[src/rtl/ts_pkg.sv]
// Shared constants, sync-FSM encoding and sizing helper for the TS transmit path.
package ts_pkg;

   localparam logic [7:0] TS_SYNC_BYTE   = 8'h47;
   localparam int         TS_PACKET_SIZE = 188;

   typedef enum logic {
      HUNT   = 1'b0,
      LOCKED = 1'b1
   } ts_state_e;

   function automatic int bytes_per_word(input int width, input int byte_width = 8);
      return width / byte_width;
   endfunction

endpackage

[src/rtl/ts_byte_pacer.sv]
// Inter-byte gap counter; a slot opens whenever the gap has expired and a byte is buffered.
module ts_byte_pacer #(
   parameter int GAP_CYCLES = 0
) (
   input  logic ts_clk,
   input  logic rst_n,
   input  logic buf_valid,
   output logic emit_slot,
   output logic gap_zero
);

   localparam int GW = (GAP_CYCLES > 0) ? $clog2(GAP_CYCLES + 1) : 1;

   logic [GW-1:0] gap_cnt_r;

   assign gap_zero  = (gap_cnt_r == GW'(0));
   assign emit_slot = gap_zero && buf_valid;

   // Reload the gap after each slot, then count down to the next opportunity.
   always_ff @(posedge ts_clk) begin
      if (!rst_n) begin
         gap_cnt_r <= GW'(0);
      end else if (emit_slot) begin
         gap_cnt_r <= GW'(GAP_CYCLES);
      end else if (!gap_zero) begin
         gap_cnt_r <= gap_cnt_r - GW'(1);
      end else begin
         gap_cnt_r <= gap_cnt_r;
      end
   end

endmodule

[src/rtl/ts_word_serializer.sv]
// Splits FIFO words into a paced TS byte stream, aligned on the packet sync byte.
module ts_word_serializer
   import ts_pkg::*;
#(
   parameter int                         MPEG_DATA_WIDTH      = 8,
   parameter int                         C_S_AXIS_TDATA_WIDTH = 32,
   parameter int                         PACKET_SIZE          = TS_PACKET_SIZE,
   parameter logic [MPEG_DATA_WIDTH-1:0] SYNC_BYTE            = TS_SYNC_BYTE,
   parameter int                         GAP_CYCLES           = 0
) (
   input  logic                            ts_clk,
   input  logic                            rst_n,
   input  logic [C_S_AXIS_TDATA_WIDTH-1:0] in_data,
   input  logic                            in_valid,
   output logic                            in_ready,
   output logic                            ts_valid,
   output logic                            ts_sync,
   output logic [MPEG_DATA_WIDTH-1:0]      ts_data,
   output logic                            locked,
   output logic                            sync_error,
   output logic                            underflow
);

   localparam int N     = bytes_per_word(C_S_AXIS_TDATA_WIDTH, MPEG_DATA_WIDTH);
   localparam int IDX_W = (N > 1) ? $clog2(N) : 1;
   localparam int POS_W = $clog2(PACKET_SIZE);
   localparam logic [IDX_W-1:0] LAST_IDX = IDX_W'(N - 1);
   localparam logic [POS_W-1:0] LAST_POS = POS_W'(PACKET_SIZE - 1);

   logic [N-1:0][MPEG_DATA_WIDTH-1:0] buf_r;
   logic                              buf_valid_r;
   logic [IDX_W-1:0]                  byte_idx_r;
   logic [POS_W-1:0]                  pos_r;
   ts_state_e                         state_r;
   logic                              ts_valid_r, ts_sync_r, locked_r;
   logic                              sync_error_r, underflow_r, uf_seen_r;
   logic [MPEG_DATA_WIDTH-1:0]        ts_data_r;

   logic                              slot_s, gap_zero_s, accept_s, uf_cond_s;
   logic [MPEG_DATA_WIDTH-1:0]        cur_byte_s;

   ts_byte_pacer #(.GAP_CYCLES(GAP_CYCLES)) u_pacer (
      .ts_clk    (ts_clk),
      .rst_n     (rst_n),
      .buf_valid (buf_valid_r),
      .emit_slot (slot_s),
      .gap_zero  (gap_zero_s)
   );

   assign cur_byte_s = buf_r[byte_idx_r];
   assign in_ready   = !buf_valid_r || (slot_s && (byte_idx_r == LAST_IDX));
   assign accept_s   = in_valid && in_ready;
   assign uf_cond_s  = (state_r == LOCKED) && gap_zero_s && !buf_valid_r && (pos_r != POS_W'(0));

   assign ts_valid   = ts_valid_r;
   assign ts_sync    = ts_sync_r;
   assign ts_data    = ts_data_r;
   assign locked     = locked_r;
   assign sync_error = sync_error_r;
   assign underflow  = underflow_r;

   // Word buffer, sync FSM, packet position and all registered outputs.
   always_ff @(posedge ts_clk) begin
      if (!rst_n) begin
         buf_r        <= '{default: '0};
         buf_valid_r  <= 1'b0;
         byte_idx_r   <= IDX_W'(0);
         pos_r        <= POS_W'(0);
         state_r      <= HUNT;
         ts_valid_r   <= 1'b0;
         ts_sync_r    <= 1'b0;
         ts_data_r    <= MPEG_DATA_WIDTH'(0);
         locked_r     <= 1'b0;
         sync_error_r <= 1'b0;
         underflow_r  <= 1'b0;
         uf_seen_r    <= 1'b0;
      end else begin
         ts_valid_r   <= 1'b0;
         ts_sync_r    <= 1'b0;
         sync_error_r <= 1'b0;
         // One pulse per starvation episode; re-armed once data is buffered again.
         underflow_r  <= uf_cond_s && !uf_seen_r;
         uf_seen_r    <= buf_valid_r ? 1'b0 : (uf_seen_r || uf_cond_s);

         if (accept_s) begin
            buf_r       <= in_data;
            buf_valid_r <= 1'b1;
            byte_idx_r  <= IDX_W'(0);
         end else if (slot_s && (byte_idx_r == LAST_IDX)) begin
            buf_valid_r <= 1'b0;
            byte_idx_r  <= IDX_W'(0);
         end else if (slot_s) begin
            byte_idx_r  <= byte_idx_r + IDX_W'(1);
         end else begin
            byte_idx_r  <= byte_idx_r;
         end

         if (slot_s) begin
            case (state_r)
               HUNT: begin
                  if (cur_byte_s == SYNC_BYTE) begin
                     ts_valid_r <= 1'b1;
                     ts_sync_r  <= 1'b1;
                     ts_data_r  <= cur_byte_s;
                     pos_r      <= POS_W'(1);
                     state_r    <= LOCKED;
                     locked_r   <= 1'b1;
                  end else begin
                     state_r    <= HUNT;
                  end
               end
               LOCKED: begin
                  if ((pos_r == POS_W'(0)) && (cur_byte_s != SYNC_BYTE)) begin
                     sync_error_r <= 1'b1;
                     state_r      <= HUNT;
                     locked_r     <= 1'b0;
                  end else begin
                     ts_valid_r <= 1'b1;
                     ts_sync_r  <= (pos_r == POS_W'(0));
                     ts_data_r  <= cur_byte_s;
                     pos_r      <= (pos_r == LAST_POS) ? POS_W'(0) : pos_r + POS_W'(1);
                  end
               end
               default: begin
                  state_r  <= HUNT;
                  locked_r <= 1'b0;
               end
            endcase
         end else begin
            pos_r <= pos_r;
         end
      end
   end

endmodule

[config.mk]
export PLATFORM = sky130hd
export DESIGN_NAME = ts_word_serializer
export DESIGN_NICKNAME = d
export VERILOG_FILES = /design/src/rtl/ts_pkg.sv /design/src/rtl/ts_byte_pacer.sv /design/src/rtl/ts_word_serializer.sv
export SDC_FILE = /design/constraint.sdc
export NUM_CORES = 1
export LEC_CHECK = 0
export CAP_MARGIN = 40
export CORE_ASPECT_RATIO = 0.5
export CORE_MARGIN = 3
export CORE_UTILIZATION = 45
export DETAILED_ROUTE_END_ITERATION = 12
export PLACE_DENSITY = 0.71
export SYNTH_ARGS = -nofsm -noshare
export SYNTH_HDL_FRONTEND = slang
export SYNTH_SLANG_ARGS = --single-unit
[constraint.sdc]
create_clock -name ts_clk -period 3.1 [get_ports ts_clk]
set_input_delay 0.62 -clock ts_clk [delete_from_list [all_inputs] [get_ports ts_clk]]
set_output_delay 0.62 -clock ts_clk [all_outputs]
set_load 0.005 [all_outputs]
=== Word level (Yosys, flattened, before mapping) ===
Cells that the tools add are included.

* Register bits after elaboration: 59
* Input bits: 35
* Word-level logic and storage cells: 72
* Output and inout bits: 14

* Add/subtract/negate cells: 3
* Magnitude comparators: 1
* Reductions and logical operators: 22
* Bitwise operators: 3
* Equal/unequal tests: 7
* Multiplexer cells: 20

{| class="wikitable"
|+ Operator list
! cell !! count
|-
| $mux W8 || 6
|-
| $pmux W8 S2 || 2
|-
| $bmux W8 S2 || 1
|-
| $reduce_and A3 Y1 || 3
|-
| $add A8 B1 Y8 const B || 1
|-
| $eq A8 B7 Y1 const B || 1
|-
| $eq A8 B8 Y1 const B || 1
|-
| $logic_and A1 B1 Y1 || 8
|-
| $logic_not A8 Y1 || 1
|-
| $mux W1 || 8
|-
| $ne A8 B7 Y1 const B || 1
|-
| $reduce_bool A8 Y1 || 1
|-
| $pmux W1 S2 || 3
|-
| $reduce_or A3 Y1 || 2
|-
| $ne A2 B2 Y1 const B || 2
|-
| $lt A2 B3 Y1 const B || 1
|-
| $not A1 Y1 || 3
|-
| $add A2 B1 Y2 const B || 1
|-
| $eq A2 B2 Y1 const B || 1
|-
| $logic_not A1 Y1 || 2
|-
| $logic_or A1 B1 Y1 || 2
|-
| $ne A2 B1 Y1 const B || 1
|-
| $reduce_and A2 Y1 || 1
|-
| $reduce_bool A2 Y1 || 1
|-
| other kinds (2) || 2
|}

=== Depth between registers and ports, before layout ===
* Depth in word-level cells: 6
* Gate-level depth with buffers: 8
* Gate-level depth less buffers: 6

=== Modules after synthesis ===
Synthesis repeated with hierarchy kept, for this count alone.

* Cells, all modules: 299
* Area, all modules: 2598.7 um^2

{| class="wikitable"
|+ By module, submodules not included
! module !! seq. area each (um^2) !! instances !! area an instance (um^2) !! cells each
|-
| ts_word_serializer || 1161.1 || 1 || 2565.0 || 295
|-
| ts_byte_pacer || 20.0 || 1 || 33.8 || 4
|}

=== Least setup slack after synthesis ===
OpenSTA, ideal clock, no wires.

* Kind: flip-flop to flip-flop
* Start: register byte_idx_r[0]
* End: register pos_r[7]
* Arrival time: 2.318 ns
* Path buffers: 2
* Slack: 0.645 ns
* Stages on the path, launching flop included: 8
* Period minus slack after synthesis: 2.455 ns
* Required time: 2.963 ns
* Setup time: 0.137 ns
* Cells stage by stage: dfxtp_1 -> buf_6 -> mux4_2 -> or4b_4 -> o21a_4 -> buf_6 -> o41ai_1 -> a21oi_1

* Longest elaborated chain between the ends: 6
* Elaborated cells on any way between the ends: 8
* Those cells by class: eq/ne (4); mux (2); reduce/logical (2)

{| class="wikitable"
|+ RTL lines
! what !! line !! source
|-
| from (decl) || ts_word_serializer.sv:32 || <nowiki>logic [IDX_W-1:0] byte_idx_r;</nowiki>
|-
| from (signal assigned) || ts_word_serializer.sv:93 || <nowiki>byte_idx_r <= byte_idx_r + IDX_W'(1);</nowiki>
|-
| from (signal assigned) || ts_word_serializer.sv:95 || <nowiki>byte_idx_r <= byte_idx_r;</nowiki>
|-
| $bmux W8 S2 (*) || ts_word_serializer.sv:50 || <nowiki>assign cur_byte_s = buf_r[byte_idx_r];</nowiki>
|-
| $mux W8 (implied by the code) (*) || ts_word_serializer.sv:50 ||
|-
| $ne A8 B7 Y1 || ts_word_serializer.sv:113 || <nowiki>if ((pos_r == POS_W'(0)) && (cur_byte_s != SYNC_BYTE)) begin</nowiki>
|-
| $logic_and A1 B1 Y1 || ts_word_serializer.sv:113 ||
|-
| $ne A2 B2 Y1 (no line) || - ||
|-
| $reduce_and A3 Y1 (no line) (*) || - ||
|-
| to (signal assigned) || ts_word_serializer.sv:121 || <nowiki>pos_r <= (pos_r == LAST_POS) ? POS_W'(0) : pos_r + POS_W'(1);</nowiki>
|-
| to (signal assigned) || ts_word_serializer.sv:130 || <nowiki>pos_r <= pos_r;</nowiki>
|-
| to (decl) || ts_word_serializer.sv:33 || <nowiki>logic [POS_W-1:0] pos_r;</nowiki>
|}

Mark *: on every way between the ends. The rest lies on a longest branch, timed or not. The select of a mux whose other input is x is not followed.
A chain may end at the register's enable or synchronous reset.

=== Worst setup path in the final report ===
* Start: register byte_idx_r[1]
* End: output in_ready

* Longest elaborated chain between the ends: 3

{| class="wikitable"
|+ RTL lines
! what !! line !! source
|-
| $eq A2 B2 Y1 || ts_word_serializer.sv:51 || <nowiki>assign in_ready = !buf_valid_r || (slot_s && (byte_idx_r == LAST_IDX));</nowiki>
|-
| $logic_and A1 B1 Y1 || ts_word_serializer.sv:51 ||
|-
| $logic_or A1 B1 Y1 || ts_word_serializer.sv:51 ||
|-
| to (decl) || ts_word_serializer.sv:15 || <nowiki>output logic in_ready,</nowiki>
|}

Every way passes these cells.

==> impl_metrics.csv <==
group,metric,value,unit
outcome,status,"complete, no violations",
route,final_antenna_net_count,0,
sta,hold_violations,0,
final_layout,fill_cells,434,
synthesis,yosysSeqAreaShare,47.7,%
clocking,worst_skew_pair.late_latency,0.33,ns
clocking,cts.sinks,59,
clocking,htreeDepth,3,
route,wl_per_cell,13.6,um
pwr,ir_worst_vdd,273,uV
route,viasPerCell,5.34,
sta,period_minus_slack,2.72,ns
min_path,hold_path.startpoint,"uf_seen_r",
grt,grt_pass1_vias,2042,
min_path,min_path_type,"flop to flop",
clocking,post_cts_buffers,0,
worst_setup_path,ff2ff_path_depth,5,
worst_setup_path,r2r-end,"pos_r[2]",
clocking,numCtsBuffers,9,
sta,skew,0.00708,ns
clocking,cts_hold_buf,0,
clocking,tritoncts,"done",
worst_setup_path,cp_slowest_cell,"clkdlybuf4s50_1",
synthesis,syn_inst,292,
grt,antenna_found_initial,0,
route,firstDrtPassIters,4,
route,wl_met2,2620,um
sta,fmax,368,MHz
route,remaining_drc_errors,0,
worst_setup_path,critPathKind,"flop to primary output",
sta,finalWorstSetupSlack,0.381,ns
route,wirelength,5610,um
synthesis,synth_top_area_share,47.7,%
synthesis,yosys_warnings,0,
min_path,whs_endpoint,"underflow",
route,dr_total_vias,2195,
sta,setup_viol,0,
worst_setup_path,end_kind,"primary output",
floorplanning,initial_utilization,48.5,%
worst_setup_path,worstSetupStartpointType,"flop",
grt,overflow,0,
synthesis,synthesis.area,2480,um2
worst_setup_path,cp_max_fo,10,
min_path,holdPathStages,1,
sta,slew-limit-headroom,47.3,%
placement,dpl.hpwl,3900,um
final_layout,antenna_cells,0,
route,highest_layer,"met4",
clocking,clockBufferDepth,2,
job,cap_violations,0,
placement,routabilityCongestion,0.805,
sta,fin_hold_ws,0.426,ns
grt,grt_max_degree,44,
placement,io_buffers,48,
final_layout,fin_nets,374,
floorplanning,fp.dieW,111,um
worst_setup_path,critPathArrivalTime,2.10,ns
clocking,postCtsResizedCells,0,
grt,grt_pass1_wl,9490,um
synthesis,synth-edff-count,0,
worst_setup_path,cp_cell_sequence,"ha_1 > inv_1 > o21ai_0 > clkdlybuf4s50_1",
pwr,p_per_area,537,nW/um2
sta,max_slew.worst_pin.slew,0.791,ns
worst_setup_path,r2r-start,"byte_idx_r[0]",
synthesis,synth-main-ff-cell,"dfxtp_1",
floorplanning,dieHeight,58.5,um
route,met1_length,2670,um
final_layout,drive_gt1_share,9.97,%
sta,rsz0062_at_grt,"false",
synthesis,synth_nets,330,
clocking,clockRootBuffer,"clkbuf_8",
worst_setup_path,rrSetupSlack,0.46,ns
route,wl_met3,277,um
synthesis,syn_area_per_cell,8.49,um2
floorplanning,coreArea,5110,um2
sta,fin_tns_setup,0,ns
synthesis,yosysTopAreaCell,"dfxtp_1",
worst_setup_path,cp.required,2.48,ns
placement,post-place-ws,0.478,ns
clocking,clk_pin_slew,0.06,ns
floorplanning,ios,49,
sta,fin_crit_sh,87.7,%
sta,drv_slew,0,
synthesis,synthArstFlopShare,0,%
route,drt_iter0_markers,131,
pwr,leakage,1.13,nW
synthesis,yosysUniqueCellTypes,35,
final_layout,synthToLayoutAreaGrowth,30.1,%
grt,grt_usage,18.2,%
synthesis,synth_area_leaders,"dfxtp_1 48%, nand2_1 10%, a21oi_1 10%, mux4_2 7.3%, nand3_1 3.2%",
floorplanning,die_area,6490,um2
floorplanning,rows,18,
synthesis,ys_seq_elements,59,
worst_setup_path,slowest_delay,0.58,ns
## worst max-delay path by stage
stage / from / to / slack, ns / depth (start not counted)
final: byte_idx_r[1] / in_ready / 0.38 / 4
after global routing: byte_idx_r[0] / pos_r[6] / 0.26 / 5
after CTS: byte_idx_r[1] / in_ready / 0.36 / 4
after detailed placement: byte_idx_r[0] / pos_r[7] / 0.48 / 5
after global placement: byte_idx_r[0] / pos_r[2] / 0.60 / 5
after floorplan: byte_idx_r[0] / pos_r[7] / 0.65 / 7
## cell usage after synthesis, types with 4 or more instances
library cell and count:
nand2_1 69, dfxtp_1 59, a21oi_1 51, clkbuf_1 17, nand3_1 16, o21ai_0 14, mux4_2 8, nor2_1 7
inv_1 6, nor4_1 5, nor3_1 4
## placed cells by master, fill, tap and decap left out, types with 5 or more instances in the layout
cell | netlist | layout
nand2_1 | 69 | 69
dfxtp_1 | 59 | 59
a21oi_1 | 51 | 51
clkdlybuf4s50_1 | 0 | 48
nand3_1 | 16 | 16
o21ai_0 | 14 | 14
clkbuf_8 | 0 | 11
mux4_2 | 8 | 8
nor2_1 | 7 | 7
inv_1 | 6 | 6
buf_4 | 0 | 6
nor4_1 | 5 | 5
## critical path: cells and delay by family, from the launching register on
kind,cells,cell delay [ns]
AO/OA/AOI/OAI,1,0.31
adder cells (fa/ha/maj),1,0.24
buffers and inverters,2,0.63
flip-flops,1,0.57
## layer usage
layer	vias up	global-route usage [%]
li1	1107	-
met5	-	0
met4	0	8.07
met3	5	5.13
met1	1022	24.3
met2	61	27.9
## cells by family after synthesis
kind of cell	share of synthesized area [%]
simple gates	21.5
compound gates	17.0
flops	47.7
buf+inv	4.90
mux	7.27
fa+ha+maj	1.51
other cells	0.151
## flip-flops by register name (all words and copies together) (netlist names)
register and flops:
buf_r 32, buf_valid_r 1, byte_idx_r 2, locked 1, pos_r 8, state_r 1, sync_error 1, ts_data 8
ts_sync 1, ts_valid 1, u_pacer.gap_cnt_r 1, uf_seen_r 1, underflow 1
## stage by stage
step                      cell area, um2  cells  util [%]  total power, mW
after floorplan                     2480    292         -            0.895
after global placement              3000    395      58.6            0.959
after detailed placement            3000    395      58.6            0.964
after CTS                           3220    411      63.1             1.75
after global routing                3220    411      63.1             1.80
final                               3220    411      63.1             1.73
## cell type report
class                           count  area [um2]  share of cell area (%)
Clock buffer                       12         155                    4.81
Clock inverter                      4        72.6                    2.25
Inverter                            7        26.3                   0.815
Multi-Input combinational cell    205        1180                    36.5
Sequential cell                    59        1180                    36.6
Tap cell                           70        87.6                    2.72
Timing Repair Buffer               54         526                    16.3
## where the power goes
group	switching (mW)	leakage, nW	internal, mW
clock network	0.288	0.113	0.495
logic	0.0689	0.532	0.0754
registers	0.0177	0.481	0.785
(Power assumes the default switching activity.)
